<file path="src/rtl/ddfs_phase_gen.sv">
// ddfs_phase_gen: phase accumulator for the DDFS datapath.
// It adds the active frequency control word to the accumulator on each enabled
// cycle and drives the sine ROM address, which is the top bits of the phase
// plus the active offset. New FCW/offset pairs arrive on a valid/ready port.
// They are held as a pending pair and applied only at a safe point: a wrap, an
// idle cycle or a clear. This keeps the output free of mid-period glitches.
//
// Ports:
//   clk        system clock, rising edge
//   rst_n      synchronous active-low reset
//   en         advance the accumulator this cycle
//   clear_i    synchronous phase clear (accumulator to 0)
//   fcw_i      requested frequency control word
//   poff_i     requested phase offset
//   cfg_valid  fcw_i/poff_i valid
//   cfg_ready  config slot free (combinational: no pending pair, not in reset)
//   addr_o     ROM address = top ADDR_WIDTH bits of (acc + active offset)
//   phase_o    raw accumulator value
//   wrap_o     one-cycle pulse when the accumulator carried out on this update
module ddfs_phase_gen #(
  parameter int unsigned PHASE_WIDTH = 32,
  parameter int unsigned ADDR_WIDTH  = 8
) (
  input  logic                   clk,
  input  logic                   rst_n,
  input  logic                   en,
  input  logic                   clear_i,
  input  logic [PHASE_WIDTH-1:0] fcw_i,
  input  logic [PHASE_WIDTH-1:0] poff_i,
  input  logic                   cfg_valid,
  output logic                   cfg_ready,
  output logic [ADDR_WIDTH-1:0]  addr_o,
  output logic [PHASE_WIDTH-1:0] phase_o,
  output logic                   wrap_o
);

  localparam int unsigned ADDR_SHIFT = PHASE_WIDTH - ADDR_WIDTH;

  typedef enum logic {
    IDLE = 1'b0,
    PEND = 1'b1
  } state_t;

  state_t                 state_q, state_d;

  logic [PHASE_WIDTH-1:0] acc_q, acc_d;
  logic [PHASE_WIDTH-1:0] fcw_a_q, fcw_a_d;
  logic [PHASE_WIDTH-1:0] poff_a_q, poff_a_d;
  logic [PHASE_WIDTH-1:0] fcw_p_q, fcw_p_d;
  logic [PHASE_WIDTH-1:0] poff_p_q, poff_p_d;
  logic [ADDR_WIDTH-1:0]  addr_q, addr_d;
  logic                   wrap_q, wrap_d;

  logic [PHASE_WIDTH:0]   sum_ext;
  logic                   carry;
  logic                   accept;
  logic                   apply;
  logic [PHASE_WIDTH-1:0] poff_x;
  logic [PHASE_WIDTH-1:0] phase_base;
  logic [PHASE_WIDTH-1:0] phase_off;

  // The increment always uses the FCW that was active before this edge.
  assign sum_ext = {1'b0, acc_q} + {1'b0, fcw_a_q};
  assign carry   = sum_ext[PHASE_WIDTH];

  assign cfg_ready = (state_q == IDLE) && rst_n;

  // State register.
  always_ff @(posedge clk) begin
    if (!rst_n) begin
      state_q <= IDLE;
    end else begin
      state_q <= state_d;
    end
  end

  // Config FSM. A pair is accepted only in IDLE and applied only in PEND, so
  // acceptance and apply never fall on the same edge.
  always_comb begin
    state_d = state_q;
    accept  = 1'b0;
    apply   = 1'b0;
    unique case (state_q)
      IDLE: begin
        if (cfg_valid) begin
          accept  = 1'b1;
          state_d = PEND;
        end
      end
      PEND: begin
        if (clear_i || !en || carry) begin
          apply   = 1'b1;
          state_d = IDLE;
        end
      end
      default: state_d = IDLE;
    endcase
  end

  // Datapath next state. The address always tracks the new phase plus the
  // offset that is in force after this edge.
  always_comb begin
    acc_d    = acc_q;
    fcw_a_d  = fcw_a_q;
    poff_a_d = poff_a_q;
    fcw_p_d  = fcw_p_q;
    poff_p_d = poff_p_q;
    wrap_d   = 1'b0;

    poff_x = apply ? poff_p_q : poff_a_q;

    if (clear_i) begin
      acc_d      = '0;
      phase_base = '0;
    end else if (en) begin
      acc_d      = sum_ext[PHASE_WIDTH-1:0];
      wrap_d     = carry;
      phase_base = sum_ext[PHASE_WIDTH-1:0];
    end else begin
      phase_base = acc_q;
    end

    phase_off = phase_base + poff_x;
    addr_d    = ADDR_WIDTH'(phase_off >> ADDR_SHIFT);

    if (apply) begin
      fcw_a_d  = fcw_p_q;
      poff_a_d = poff_p_q;
    end
    if (accept) begin
      fcw_p_d  = fcw_i;
      poff_p_d = poff_i;
    end
  end

  // Datapath registers.
  always_ff @(posedge clk) begin
    if (!rst_n) begin
      acc_q    <= '0;
      fcw_a_q  <= '0;
      poff_a_q <= '0;
      fcw_p_q  <= '0;
      poff_p_q <= '0;
      addr_q   <= '0;
      wrap_q   <= 1'b0;
    end else begin
      acc_q    <= acc_d;
      fcw_a_q  <= fcw_a_d;
      poff_a_q <= poff_a_d;
      fcw_p_q  <= fcw_p_d;
      poff_p_q <= poff_p_d;
      addr_q   <= addr_d;
      wrap_q   <= wrap_d;
    end
  end

  assign addr_o  = addr_q;
  assign phase_o = acc_q;
  assign wrap_o  = wrap_q;

endmodule

</file>
<file path="config.mk">
export PLATFORM = sky130hd
export DESIGN_NAME = ddfs_phase_gen
export DESIGN_NICKNAME = d
export VERILOG_FILES = /design/src/rtl/ddfs_phase_gen.sv
export SDC_FILE = /design/constraint.sdc
export NUM_CORES = 1
export LEC_CHECK = 0
export BUFFER_PORTS_ARGS = -buffer_cell sky130_fd_sc_hd__buf_4
export CORE_ASPECT_RATIO = 1.2
export CORE_UTILIZATION = 45
export CTS_CLUSTER_DIAMETER = 100
export DETAILED_ROUTE_END_ITERATION = 12
export GPL_TIMING_DRIVEN = 0
export PLACE_DENSITY = 0.65
export SYNTH_ARGS = -nofsm -noshare
export SYNTH_HDL_FRONTEND = slang
export SYNTH_SLANG_ARGS = --single-unit
</file>
<file path="constraint.sdc">
create_clock -name clk -period 14.55 [get_ports clk]
set_input_delay 2.1825 -clock clk [delete_from_list [all_inputs] [get_ports clk]]
set_output_delay 2.1825 -clock clk [all_outputs]
set_load 0.005 [all_outputs]
</file>
* Yosys cells after proc, flatten, opt, wreduce, memory -nomap -nowiden
Index checks and enable logic that the tools add are counted.
Storage, ports and cells: flip-flop bits (word level) 170, bits in latches 0, bits in writable memories 0, ROM bits 0, bits of input ports 69, output and inout port bits 42, word-level logic and storage cells 27, memories 0
Cells by class: add/sub/neg operators 2, multiply operators 0, div/mod/pow operators 0, $lt $le $gt $ge 0, equality and inequality tests 0, shift operators 0, multiplexer cells 9, bitwise gates (word level) 3, reduce and logical (&&, ||, !) cells 5
Operators with widths (number):
- 32-bit 2-to-1 mux | 3
- 32-bit by 32-bit adder with 33-bit output | 1
- 32-bit adder | 1
- 1-bit 2-to-1 mux | 5
- 1-bit inverter | 3
- 3-bit OR reduction | 1
- 1-bit logical OR | 2
- 1-bit one-hot mux with 2 select lines | 1
- 1-bit logical AND | 1
- 1-bit logical NOT | 1

* Depth between registers and ports, before layout
word-level depth 7, depth in mapped cells 23, gate-level depth less buffers 23

* Worst setup path after synthesis
OpenSTA, ideal clock, no wires.
path kind input -> register, from in clear_i, to reg addr_q[6] (netlist: addr_o[6]), library setup time 0.115 ns, arrival time 5.619 ns, required time 14.435 ns, slack 8.816 ns, stages on the path 18, buffers on the path 3, path through clkbuf_8 -> nand2b_1 -> o31ai_4 -> buf_6 -> clkbuf_1 -> nand2_1 -> nand2_1 -> ha_1 -> a21o_1 -> a221o_1 -> a21oi_1 -> o21ai_1 -> a221o_1 -> a21o_1 -> a221oi_2 -> a21oi_1 -> xor2_1 -> and2_1
Between the ends: cells in the longest elaborated chain, start to end 6, elaborated cells on any way between the ends 7, those cells by class add/sub (1); mux (4); reduce/logical (2)
RTL lines:
- start: declaration | line 27 | input logic clear_i,
- 1-bit logical OR (2 in series) | line 91 | if (clear_i || !en || carry) begin
- 1-bit 2-to-1 mux | line 91
- 1-bit 2-to-1 mux | line 83 | unique case (state_q)
- 32-bit 2-to-1 mux
- 32-bit adder * | line 123 | phase_off = phase_base + poff_x;
- end signal: assignment | line 152 | addr_q <= addr_d;
- end: declaration | line 51 | logic [ADDR_WIDTH-1:0] addr_q, addr_d;
Mark *: on every way between the ends. The rest lies on a longest branch, timed or not. A chain may end at the register's enable or synchronous reset.

* Worst setup path in the final report
from in en, to reg addr_q[6] (netlist: addr_o[6])
Between the ends: cells in the longest elaborated chain, start to end 7, elaborated cells on any way between the ends 9, those cells by class add/sub (1); mux (5); reduce/logical (3)
RTL lines:
- start: declaration | line 26 | input logic en,
- 1-bit logical NOT | line 91
- 1-bit logical OR (2 in series) | line 91
- 1-bit 2-to-1 mux | line 91
- 1-bit 2-to-1 mux | line 83
- 32-bit 2-to-1 mux
- 32-bit adder * | line 123
Marked as above.

==> metrics.csv <==
metric,value,unit
crit-path cells,"buf_4, clkinv_1, nor2_1, a21oi_1, clkbuf_1, nand2_1, nand2_1, ha_1, a21o_1, a221o_1, a21oi_1, o21ai_1, a221o_1, a21o_1, a221oi_2, a21oi_1, xor2_1, and2_1",
pin count of the biggest net entering global routing,17,
Final TNS setup,0,ns
crit share post-route,44.50,%
fmax,154.4,MHz
Yosys cell types,78,
Post-Route WL,25.79,mm
setup violators final,0,
TritonRoute pass-1 iters,4,
Mapped Avg Cell Area,7.961,um^2
Starting DRT DRC Count,466,
Die X,135.0,um
worst-path fanout max,10,
Hold Path Stages,2,
Core Rows,58,
CTS tree,built,
Longest Clk Path Bufs,2,
total CTS buffers,17,
Ys Warns,0,
final worst path period need,6.475,ns
post-CTS setup buffers,0,
Yosys top cell by area,dfxtp_1,
dpl cells,1578,
n_diodes,0,
Hold Crit Class,reg2reg,
Max VDD drop,76.51,uV
R2R depth,23,
Worst EP required,14.88,ns
CP arrival,6.81,ns
Tot GR Track Use,24.57,%
MaxCap Viol Count,0,
worst hold endpoint,fcw_p_q[30],
CP max stage delay,0.97,ns
critical path class,in2reg,
Clock Sink Count,170,
Nets,1459,
"Slew Viols, Final",0,
"Top FF cell, synth",dfxtp_1,
drt drc,0,
CP endpoint kind,flop,
clock root cell,clkbuf_16,
P_leak,0.005150,uW
Area contributors post-synth,"dfxtp_1 36%, nand2_1 13%, ha_1 8.1%, a21boi_0 8.1%, and2_1 4.2%",
Worst Skew,0.01015,ns
async set-or-reset flop fraction in the synthesized netlist,0,%
Post-Synthesis Cell Area,9545,um^2
first-pass GRT wire length,41.67,mm
core area,20900,um^2
slew of the pin with the lowest slew margin,1.252,ns
post-CTS sizing,0,
Post-synth EDFFs,0,
Die Area,21800,um^2
PwrDens,95.09,nW/um^2
"Largest delay share family, worst path",compound AO/OA/AOI/OAI gates,
post-synthesis sequential area ratio,35.65,%
Fin. Hold Viols,0,
layout cells sized above 1,12.61,%
DIE HEIGHT,161.5,um
IO Port Bufs,109,
FF-to-FF End,addr_o[6],
ANT nets after route,0,
syn nets,1331,
vias in the first global route,8212,
RSZ-0062 raised after global routing,false,
gr ovfl total,0,
vias post-DR,8615,
worst path buffer plus inverter count,3,
CP max-delay cell,a21oi_1,
clk slew on worst S/H paths,0.07,ns
wire length per cell,16.02,um
IO Pins,111,
hold_buf cts,0,
Hold Crit Start,fcw_p_q[30],
initial antenna violation count,0,
Yosys reg bits,170,
status,"complete, no violations",
Worst-Skew Late Latency,0.43,ns
Starting Density,45.67,%
DR vias/cell,5.351,
Syn Inst Count,1199,
H-tree levels,4,
R2R setup slack,8.08,ns
Final Wtd Congestion,0.9096,
Crit path top cell by count,a21oi_1,
Yosys top cell area share,35.65,%
Max transition margin,16.52,%
Setup crit start kind,input pin,
Reg2Reg Launch Point,phase_o[0],
DP Wirelength,19.91,mm
Layout Cells excl Fill,1610,
area grow syn2layout,18.82,%
==> synth_stat cells (6+ instances only) <==
cell type and number:
a21o_1 38, a21boi_0 103, dfxtp_1 170, nor2_1 60
xnor2_1 12, a21oi_1 60, o21ai_0 32, nor3_1 16
nand4_1 8, nand2_1 327, a31oi_1 6, o21a_1 11
nand2b_1 6, a211oi_1 6, mux2i_1 15, clkbuf_1 46
and2_1 64, ha_1 62, nor2b_1 20, nand3_1 13
inv_1 13, xor2_1 7
==> layout make-up <==
| type | count | area, um^2 |
|---|---|---|
| buffer | 57 | 266.5 |
| clock buffer | 20 | 466.7 |
| clock inverter | 12 | 173.9 |
| fill | 2047 | 9558 |
| inverter | 14 | 52.55 |
| multi-input combinational | 958 | 5823 |
| sequential | 170 | 3403 |
| tap | 270 | 337.8 |
| timing repair buffer | 109 | 818.3 |
==> report_power, final <==
part / internal (uW) / total [uW] / leakage [uW] / switching, uW
clock: 290 / 499 / 0.000316 / 209
sequential: 480 / 488 / 0.00138 / 8.15
combinational: 37.5 / 91.2 / 0.00345 / 53.7
==> placed cells by master, fill, tap and decap left out, types with 12 or more instances in the layout <==
cell type	synthesis	layout
inv_1	13	13
nor3_1	16	16
and2_1	64	64
clkbuf_1	46	46
xnor2_1	12	12
a21o_1	38	38
ha_1	62	62
mux2i_1	15	15
buf_4	1	110
nand2_1	327	327
nor2b_1	20	20
dfxtp_1	170	170
clkbuf_16	0	17
a21oi_1	60	60
a21boi_0	103	103
o21ai_0	32	32
nor2_1	60	60
nand3_1	13	13
==> through the flow <==
step	power (uW)	hold slack (ns)	util [%]	worst slack (ns)	cell area (um^2)
after CTS	1085	0.4658	54.27	8.100	11340
after global placement	589.7	0.4471	51.20	7.690	10700
after global routing	1117	0.4866	54.27	7.635	11340
after detailed placement	590.8	0.4558	51.20	7.676	10700
final	1078	0.4657	54.27	8.075	11340
after floorplan	550.9	0.4412	-	8.816	9545
==> worst register-to-register path, cell delays in order, from the launching register on <==
cell      delay, ns
dfxtp_1        0.40
ha_1           0.28
inv_1          0.08
fa_1           0.38
nor2b_1        0.21
o31a_1         0.25
o211a_1        0.27
o211a_1        0.25
nor2_1         0.12
a21oi_1        1.00
clkbuf_1       0.46
nand2_1        0.10
nand2_1        0.10
ha_1           0.25
a21o_1         0.18
a221o_1        0.34
a21oi_1        0.20
o21ai_1        0.10
a221o_1        0.35
a21o_1         0.20
a221oi_2       0.40
a21oi_1        0.14
xor2_1         0.16
and2_1         0.16
==> how the worst max path moves through the flow <==
stage	startpoint	cells after the start	to
2_1_floorplan	clear_i	18	addr_o[6]
3_3_place_gp	en	18	addr_o[7]
3_5_place_dp	en	18	addr_o[6]
4_1_cts	phase_o[0]	23	addr_o[6]
5_1_grt	phase_o[0]	23	addr_o[6]
6_report	en	18	addr_o[6]
==> state kept, by name, indices dropped and copies added (netlist names) <==
register,count
wrap_o,1
phase_o,32
fcw_p_q,32
state_q,1
poff_p_q,32
poff_a_q,32
fcw_a_q,32
addr_o,8
==> per-layer routing <==
layer | GRT usage (%) | part of all wire, % | vias to the layer above
met5 | 0 | 0 | -
met4 | 9.959 | 3.1 | 0
li1 | - | - | 4388
met3 | 3.672 | 3.5 | 44
met2 | 41.38 | 47 | 172
met1 | 31.20 | 46 | 4011
==> cells by family (layout without fill, tap and decap cells) <==
| logic type | count (synthesis) | after routing | synth area share, % |
|---|---|---|---|
| compound gates | 306 | 306 | 22.55 |
| fa+ha+maj | 63 | 63 | 8.337 |
| xor+xnor | 19 | 19 | 1.743 |
| mux | 17 | 17 | 1.927 |
| simple gates | 553 | 553 | 26.45 |
| buf+inv | 71 | 212 | 3.343 |
| flops | 170 | 170 | 35.65 |
No activity file was read; power rests on OpenSTA's default activity.
